$ cat config.mk
export PLATFORM = sky130hd
export DESIGN_NAME = alu_ram_sequencer
export DESIGN_NICKNAME = d
export VERILOG_FILES = /design/src/rtl/alu_seq_pkg.sv /design/src/rtl/alu_ram_sequencer.sv
export SDC_FILE = /design/constraint.sdc
export NUM_CORES = 1
export LEC_CHECK = 0
export CAP_MARGIN = 20
export CORE_MARGIN = 4
export CORE_UTILIZATION = 43
export CTS_CLUSTER_DIAMETER = 30
export CTS_CLUSTER_SIZE = 30
export DETAILED_ROUTE_END_ITERATION = 10
export HOLD_SLACK_MARGIN = 0.06
export PLACE_DENSITY_LB_ADDON = 0.12
export SETUP_SLACK_MARGIN = 0.5
export SLEW_MARGIN = 10
export SYNTH_ARGS = -nofsm -noshare
export SYNTH_HDL_FRONTEND = slang
export SYNTH_SLANG_ARGS = --single-unit
$ cat constraint.sdc
create_clock -name clk -period 1.7 [get_ports clk]
set_clock_uncertainty 0.15 [all_clocks]
set_input_delay 0.255 -clock clk [delete_from_list [all_inputs] [get_ports clk]]
set_output_delay 0.255 -clock clk [all_outputs]
set_load 0.03 [all_outputs]
$ cat src/rtl/alu_seq_pkg.sv
// -----------------------------------------------------------------------------
// alu_seq_pkg
// Shared definitions for the ALU/RAM command sequencer: default widths, the
// eight ALU operation codes, and the sequencer state encoding.
// -----------------------------------------------------------------------------
package alu_seq_pkg;

    localparam int DEF_DATA_W = 32;
    localparam int DEF_ADDR_W = 6;

    localparam logic [2:0] ALU_OP_AND = 3'b000;
    localparam logic [2:0] ALU_OP_OR  = 3'b001;
    localparam logic [2:0] ALU_OP_XOR = 3'b010;
    localparam logic [2:0] ALU_OP_NOR = 3'b011;
    localparam logic [2:0] ALU_OP_ADD = 3'b100;
    localparam logic [2:0] ALU_OP_SUB = 3'b101;
    localparam logic [2:0] ALU_OP_SLT = 3'b110;
    localparam logic [2:0] ALU_OP_SHL = 3'b111;

    typedef enum logic [2:0] {
        ST_IDLE = 3'd0,
        ST_RDA  = 3'd1,
        ST_RDB  = 3'd2,
        ST_LATB = 3'd3,
        ST_EXE  = 3'd4,
        ST_WB   = 3'd5
    } seq_state_t;

endpackage

$ cat src/rtl/alu_ram_sequencer.sv
// -----------------------------------------------------------------------------
// alu_ram_sequencer
// Runs one ALU operation per command against a synchronous-read RAM:
// read A, read B, execute, write the result back, report result and flags.
//
// Ports
//   clk, rst                 rising-edge clock, synchronous active-high reset
//   cmd_valid/cmd_ready      command handshake
//   cmd_op/ra/rb/rd          operation, operand A/B addresses, destination
//   mem_addr/we/wdata/rdata  RAM port (rdata valid one cycle after addr)
//   alu_a/alu_b/alu_op       ALU operands, always driven from the latched values
//   alu_f/alu_zf/alu_of      combinational ALU result and flags
//   done                     one-cycle completion pulse (during write-back)
//   res_f/res_zf/res_of      last result and flags, held until next completion
//   dbg_state                current FSM state
//
// Handshake: a command transfers on a rising edge where cmd_valid and
// cmd_ready are both 1. cmd_ready is 1 only in IDLE; cmd_valid in any other
// state is ignored (no queueing), and the producer must hold the command
// stable until it transfers.
// -----------------------------------------------------------------------------
module alu_ram_sequencer
    import alu_seq_pkg::*;
#(
    parameter int DATA_W = DEF_DATA_W,
    parameter int ADDR_W = DEF_ADDR_W
) (
    input  logic              clk,
    input  logic              rst,
    input  logic              cmd_valid,
    output logic              cmd_ready,
    input  logic [2:0]        cmd_op,
    input  logic [ADDR_W-1:0] cmd_ra,
    input  logic [ADDR_W-1:0] cmd_rb,
    input  logic [ADDR_W-1:0] cmd_rd,
    output logic [ADDR_W-1:0] mem_addr,
    output logic              mem_we,
    output logic [DATA_W-1:0] mem_wdata,
    input  logic [DATA_W-1:0] mem_rdata,
    output logic [DATA_W-1:0] alu_a,
    output logic [DATA_W-1:0] alu_b,
    output logic [2:0]        alu_op,
    input  logic [DATA_W-1:0] alu_f,
    input  logic              alu_zf,
    input  logic              alu_of,
    output logic              done,
    output logic [DATA_W-1:0] res_f,
    output logic              res_zf,
    output logic              res_of,
    output logic [2:0]        dbg_state
);

    seq_state_t        r_state;
    seq_state_t        w_next_state;
    logic [2:0]        r_op;
    logic [ADDR_W-1:0] r_ra;
    logic [ADDR_W-1:0] r_rb;
    logic [ADDR_W-1:0] r_rd;
    logic [DATA_W-1:0] r_opa;
    logic [DATA_W-1:0] r_opb;
    logic [DATA_W-1:0] r_res_f;
    logic              r_res_zf;
    logic              r_res_of;
    logic              w_is_arith;

    // Overflow only has meaning for ADD/SUB; other ops report 0.
    assign w_is_arith = (r_op == ALU_OP_ADD) || (r_op == ALU_OP_SUB);

    always_ff @(posedge clk) begin
        if (rst) begin
            r_state <= ST_IDLE;
        end else begin
            r_state <= w_next_state;
        end
    end

    // Datapath registers. Read data lags the address by one cycle, so
    // operand A (addressed in RDA) is captured in RDB and operand B
    // (addressed in RDB) is captured in LATB.
    always_ff @(posedge clk) begin
        if (rst) begin
            r_op     <= '0;
            r_ra     <= '0;
            r_rb     <= '0;
            r_rd     <= '0;
            r_opa    <= '0;
            r_opb    <= '0;
            r_res_f  <= '0;
            r_res_zf <= 1'b0;
            r_res_of <= 1'b0;
        end else begin
            case (r_state)
                ST_IDLE: begin
                    if (cmd_valid) begin
                        r_op <= cmd_op;
                        r_ra <= cmd_ra;
                        r_rb <= cmd_rb;
                        r_rd <= cmd_rd;
                    end
                end
                ST_RDB:  r_opa <= mem_rdata;
                ST_LATB: r_opb <= mem_rdata;
                ST_EXE: begin
                    r_res_f  <= alu_f;
                    r_res_zf <= alu_zf;
                    r_res_of <= w_is_arith ? alu_of : 1'b0;
                end
                default: ;
            endcase
        end
    end

    always_comb begin
        w_next_state = r_state;
        cmd_ready    = 1'b0;
        mem_addr     = '0;
        mem_we       = 1'b0;
        mem_wdata    = '0;
        done         = 1'b0;
        case (r_state)
            ST_IDLE: begin
                cmd_ready = 1'b1;
                if (cmd_valid) begin
                    w_next_state = ST_RDA;
                end
            end
            ST_RDA: begin
                mem_addr     = r_ra;
                w_next_state = ST_RDB;
            end
            ST_RDB: begin
                mem_addr     = r_rb;
                w_next_state = ST_LATB;
            end
            ST_LATB: w_next_state = ST_EXE;
            ST_EXE:  w_next_state = ST_WB;
            ST_WB: begin
                mem_addr     = r_rd;
                mem_we       = 1'b1;
                mem_wdata    = r_res_f;
                done         = 1'b1;
                w_next_state = ST_IDLE;
            end
            default: w_next_state = ST_IDLE;
        endcase
    end

    assign alu_a     = r_opa;
    assign alu_b     = r_opb;
    assign alu_op    = r_op;
    assign res_f     = r_res_f;
    assign res_zf    = r_res_zf;
    assign res_of    = r_res_of;
    assign dbg_state = r_state;

endmodule

---- Word level (Yosys, flattened, before mapping) ----
Cells that the tools add are included.
word-level totals
  word-level logic and storage cells ...... 28
  register bits ........................... 122
  output and inout bits ................... 145
cells by class
  reductions and logical operators ........ 3
  muxes and demuxes ....................... 7
  eq/ne operators ......................... 8
operators with widths
  operator            count
  $mux 32             1
  $pmux 6 s3          1
  $pmux 3 s5          1
  $eq 3x3->1 const B  4
  $eq 3x2->1 const B  2
  $eq 3x1->1 const B  1
  $logic_not 3->1     1
  $mux 1              3
  $mux 3              1
  $ne 2x2->1 const B  1
  $reduce_and 2->1    1
  $logic_or 1x1->1    1

---- Longest topological paths before layout ----
  word-level depth ........................ 3
  gate-level depth with buffers ........... 5
  gate-level depth less buffers ........... 2

---- Worst setup path after synthesis ----
No wires, ideal clock.
  path kind ............................... register -> output
  from .................................... register r_state[0], in the netlist dbg_state[0]
  to ...................................... output mem_wdata[22]
  setup slack ............................. -0.215 ns
  data required time ...................... 1.295 ns
  data arrival time ....................... 1.510 ns
  cell stages (with the launch flop) ...... 5
  buffers on the path ..................... 2
  path through ............................ dfxtp_1 -> buf_6 -> and3b_1 -> buf_2 -> and2_1
between the ends
  word-level cells in the longest chain between the ends .. 2
ends and longest elaborated chain
  item                    line                      RTL
  from (decl)             alu_ram_sequencer.sv:53   seq_state_t r_state;
  from (signal assigned)  alu_ram_sequencer.sv:73   r_state <= w_next_state;
  $eq 3x3->1              alu_ram_sequencer.sv:120  case (r_state)
  $mux 32                 alu_ram_sequencer.sv:120
  to (decl)               alu_ram_sequencer.sv:38   output logic [DATA_W-1:0] mem_wdata,
Every way passes these cells.

---- Worst setup path after layout ----
  from .................................... register r_state[2], in the netlist dbg_state[2]
  to ...................................... output mem_addr[2]
between the ends
  word-level cells in the longest chain between the ends .. 2
  elaborated cells between the ends (all ways) .. 4
  those cells by class .................... 3 x eq/ne; 1 x mux
ends and longest elaborated chain
  item                                      line                      RTL
  $eq 3x3->1, or another cell as far along  alu_ram_sequencer.sv:120
  $pmux 6 s3 *                              alu_ram_sequencer.sv:120
  to (decl)                                 alu_ram_sequencer.sv:36   output logic [ADDR_W-1:0] mem_addr,
Every way passes the cells marked *; elsewhere a longest branch is shown, timed or not.

==> results.py <==
metrics = {
    "yosys": {
        "synth_top_area_share_pct": 43.2,
        "synth_fp_nets": 638,
        "synth-seq-area-share_pct": 43.2,
        "yosysWarnings": 0,
        "yosysTopAreaCell": "dfxtp_1",
        "ys_top_cells_by_area": "dfxtp_1 (43%), nand2b_1 (23%), mux2i_1 (22%), and2_1 (3.5%), buf_6 (1.4%)",
        "synthesis.area_per_instance_um2": 10.3,
        "netlist_area_um2": 5650,
        "ys_seq_elements": 122,
        "syn_inst": 548,
        "synth_cell_type_count": 20,
    },
    "timing": {
        "drv_slew": 0,
        "post-route-period-util_pct": 115,
        "period_needed_ns": 1.96,
        "setup_ws_ns": -0.259,
        "slew_headroom_pct": 76.3,
        "setup-violations-final": 48,
        "worst_pin_slew_ns": 0.356,
        "finalHoldViolCount": 0,
        "whs_ns": 0.202,
        "rsz0062_at_grt": "true",
        "fmax_mhz": 510,
    },
    "final_layout": {
        "antenna_cells": 0,
        "utilization_pct": 80.4,
        "layout_common_cells": "nand2b_1 (205), buf_6 (151), mux2i_1 (113)",
        "fin_nets": 942,
        "drive_above_1_share_pct": 49.4,
        "final_common_cell": "nand2b_1",
        "final_cells": 1032,
        "syn_to_final_growth_pct": 80.9,
    },
    "worst_setup_path": {
        "crit_path_start_kind": "register",
        "crit_family": "flip-flops",
        "cp_num_buf_inv": 2,
        "regToRegStartpoint": "dbg_state[0]",
        "cp.depth": 4,
        "cp-end-kind": "output port",
        "rr_endpoint": "r_ra[5]",
        "crit_required_ns": 1.29,
        "path_class": "register to output port",
        "path_cells": "buf_6 > mux2i_4 > o2bb2ai_4 > buf_6",
        "rrSetupSlack_ns": -0.02,
        "reg2reg_depth": 7,
        "critPathMaxFanout": 8,
        "slowest_stage": "dfxtp_4",
        "slowest_delay_ns": 0.41,
        "crit_top_cell": "buf_6",
        "arrival_ns": 1.55,
    },
    "pwr": {
        "power_frac_seq_pct": 38.0,
        "peakVddDrop_mv": 0.580,
        "cellLeakagePower_nw": 4.32,
        "p_sw_mw": 2.15,
        "clockPowerShare_pct": 39.3,
        "total_power_mw": 8.32,
        "powerDensity_nw_per_um2": 813,
        "intPower_mw": 6.17,
        "p_sw_share_pct": 25.8,
        "combPwrFrac_pct": 22.6,
    },
    "floorplanning": {
        "die_x_um": 123,
        "die_area_um2": 15000,
        "fp-row-count": 41,
        "io_pins": 235,
        "initial_utilization_pct": 44.4,
        "die_h_um": 123,
        "coreArea_um2": 12700,
    },
    "clock_network": {
        "clock_sinks": 122,
        "cts_buffers": 17,
        "clk_pin_slew_ns": 0.05,
        "cts-root-buf": "clkbuf_16",
        "clk_latency_ns": 0.41,
        "cts_tree": "done",
        "htreeDepth": 4,
        "clockBufferDepth": 2,
    },
    "detailed_routing": {
        "drtIter0Drc": 224,
        "wl_mm": 18.6,
        "drc": 0,
        "viasPerCell": 4.81,
        "ant_nets": 0,
        "avgRoutedWirePerCell_um": 18.0,
        "drt-pass1-iter-count": 4,
        "num_vias": 4963,
    },
    "place": {
        "dpl.hpwl_mm": 11.0,
        "placed_cells": 924,
        "dpl_worst_slack_ns": -0.0281,
        "place.gp.congestion": 0.741,
        "io_buffers": 234,
    },
    "global_routing": {
        "antenna_found_initial": 0,
        "grt_start_max_net_pins": 110,
        "grt_usage_pct": 22.6,
        "grt_pass1_wl_mm": 26.1,
        "grt_overflow": 0,
        "grt_pass1_vias": 4949,
    },
    "job": {
        "cap_violations": 0,
    },
    "min_path": {
        "holdCritStartpoint": "rst",
        "whs_path_depth": 3,
        "worstHoldPathType": "primary input to register",
        "min_to": "dbg_state[2]",
    },
    "run_status": {
        "status": "finished, violations left",
        "violations": "negative setup slack",
    },
}
## worst min-delay path, delay by kind of cell
family | cells | cell delay [ns]
buf+inv | 2 | 0.41
compound gates | 1 | 0.05
## cells by family (layout without fill, tap and decap cells)
group | count (synthesis) | after routing | share of synthesized area [%]
XOR/XNOR | 1 | 1 | 0.155
multiplexers | 125 | 125 | 22.1
AO/OA/AOI/OAI | 8 | 8 | 1.28
buffers and inverters | 44 | 356 | 5.13
flip-flops | 122 | 122 | 43.2
AND/OR/NAND/NOR | 248 | 248 | 28.1
## final cells by class
type | instances | area (um2)
fillers | 769 | 2490
multi-input cells | 382 | 3230
clock buffers | 23 | 478
well taps | 172 | 215
clock inverters | 4 | 45.0
flip-flops and latches | 122 | 2590
repair buffers | 329 | 3670
## Yosys cell counts
cell type	number
nand2b_1	206
mux2i_1	125
dfxtp_1	122
and2_1	32
clkbuf_1	21
buf_2	7
buf_6	7
o2bb2ai_1	6
buf_4	5
buf_8	4
nor3_1	3
nor3b_2	2
a2111oi_2	1
a21oi_1	1
and3b_1	1
nand3b_1	1
nand4bb_1	1
nor4b_4	1
or3b_1	1
xnor2_1	1
## sequential cells by signal, summed over array words and instances, names as in the netlist
| register | count |
|---|---|
| alu_a | 32 |
| alu_b | 32 |
| alu_op | 3 |
| dbg_state | 3 |
| r_ra | 6 |
| r_rb | 6 |
| r_rd | 6 |
| res_f | 32 |
| res_of | 1 |
| res_zf | 1 |
## worst max path at each step
stage	start	to
2_1_floorplan	dbg_state[0]	mem_addr[0]
3_3_place_gp	cmd_valid	alu_op[1]
3_5_place_dp	cmd_valid	r_ra[5]
4_1_cts	dbg_state[0]	mem_addr[2]
5_1_grt	dbg_state[2]	mem_addr[2]
6_report	dbg_state[2]	mem_addr[2]
## through the flow
stage | cell area [um2] | TNS [ns]
global route | 10200 | -12.93
global placement | 8250 | 0
detailed placement | 8250 | -0.0675
CTS | 9660 | -10.39
finish | 10200 | -9.67
floorplan | 5940 | 0
## power groups by stage
stage	clock, mW	combinational, mW	sequential (mW)
finish	3.27	1.88	3.16
global route	3.47	1.98	3.18
CTS	3.32	1.73	3.16
detailed placement	0	1.41	3.18
global placement	0	1.39	3.17
floorplan	0	0.658	3.37
## per-layer routing
| metal | global-route usage, % | up-vias | wire [um] |
|---|---|---|---|
| met4 | 8.40 | 0 | 380 |
| met2 | 39.2 | 169 | 9470 |
| li1 | - | 2408 | - |
| met1 | 24.1 | 2359 | 7120 |
| met5 | 0 | - | 0 |
| met3 | 9.95 | 27 | 1640 |
## what timing repair did
action                                 4_1_cts  5_1_grt
setup endpoints to repair                  266      266
pin swaps                                   26        8
endpoints found under the hold margin        3        0
resized for setup                          895       24
buffers inserted                            32       31
hold buffers                                 2        0
gates cloned                                 6       10
Note: power is estimated with default switching activity, not from simulation.
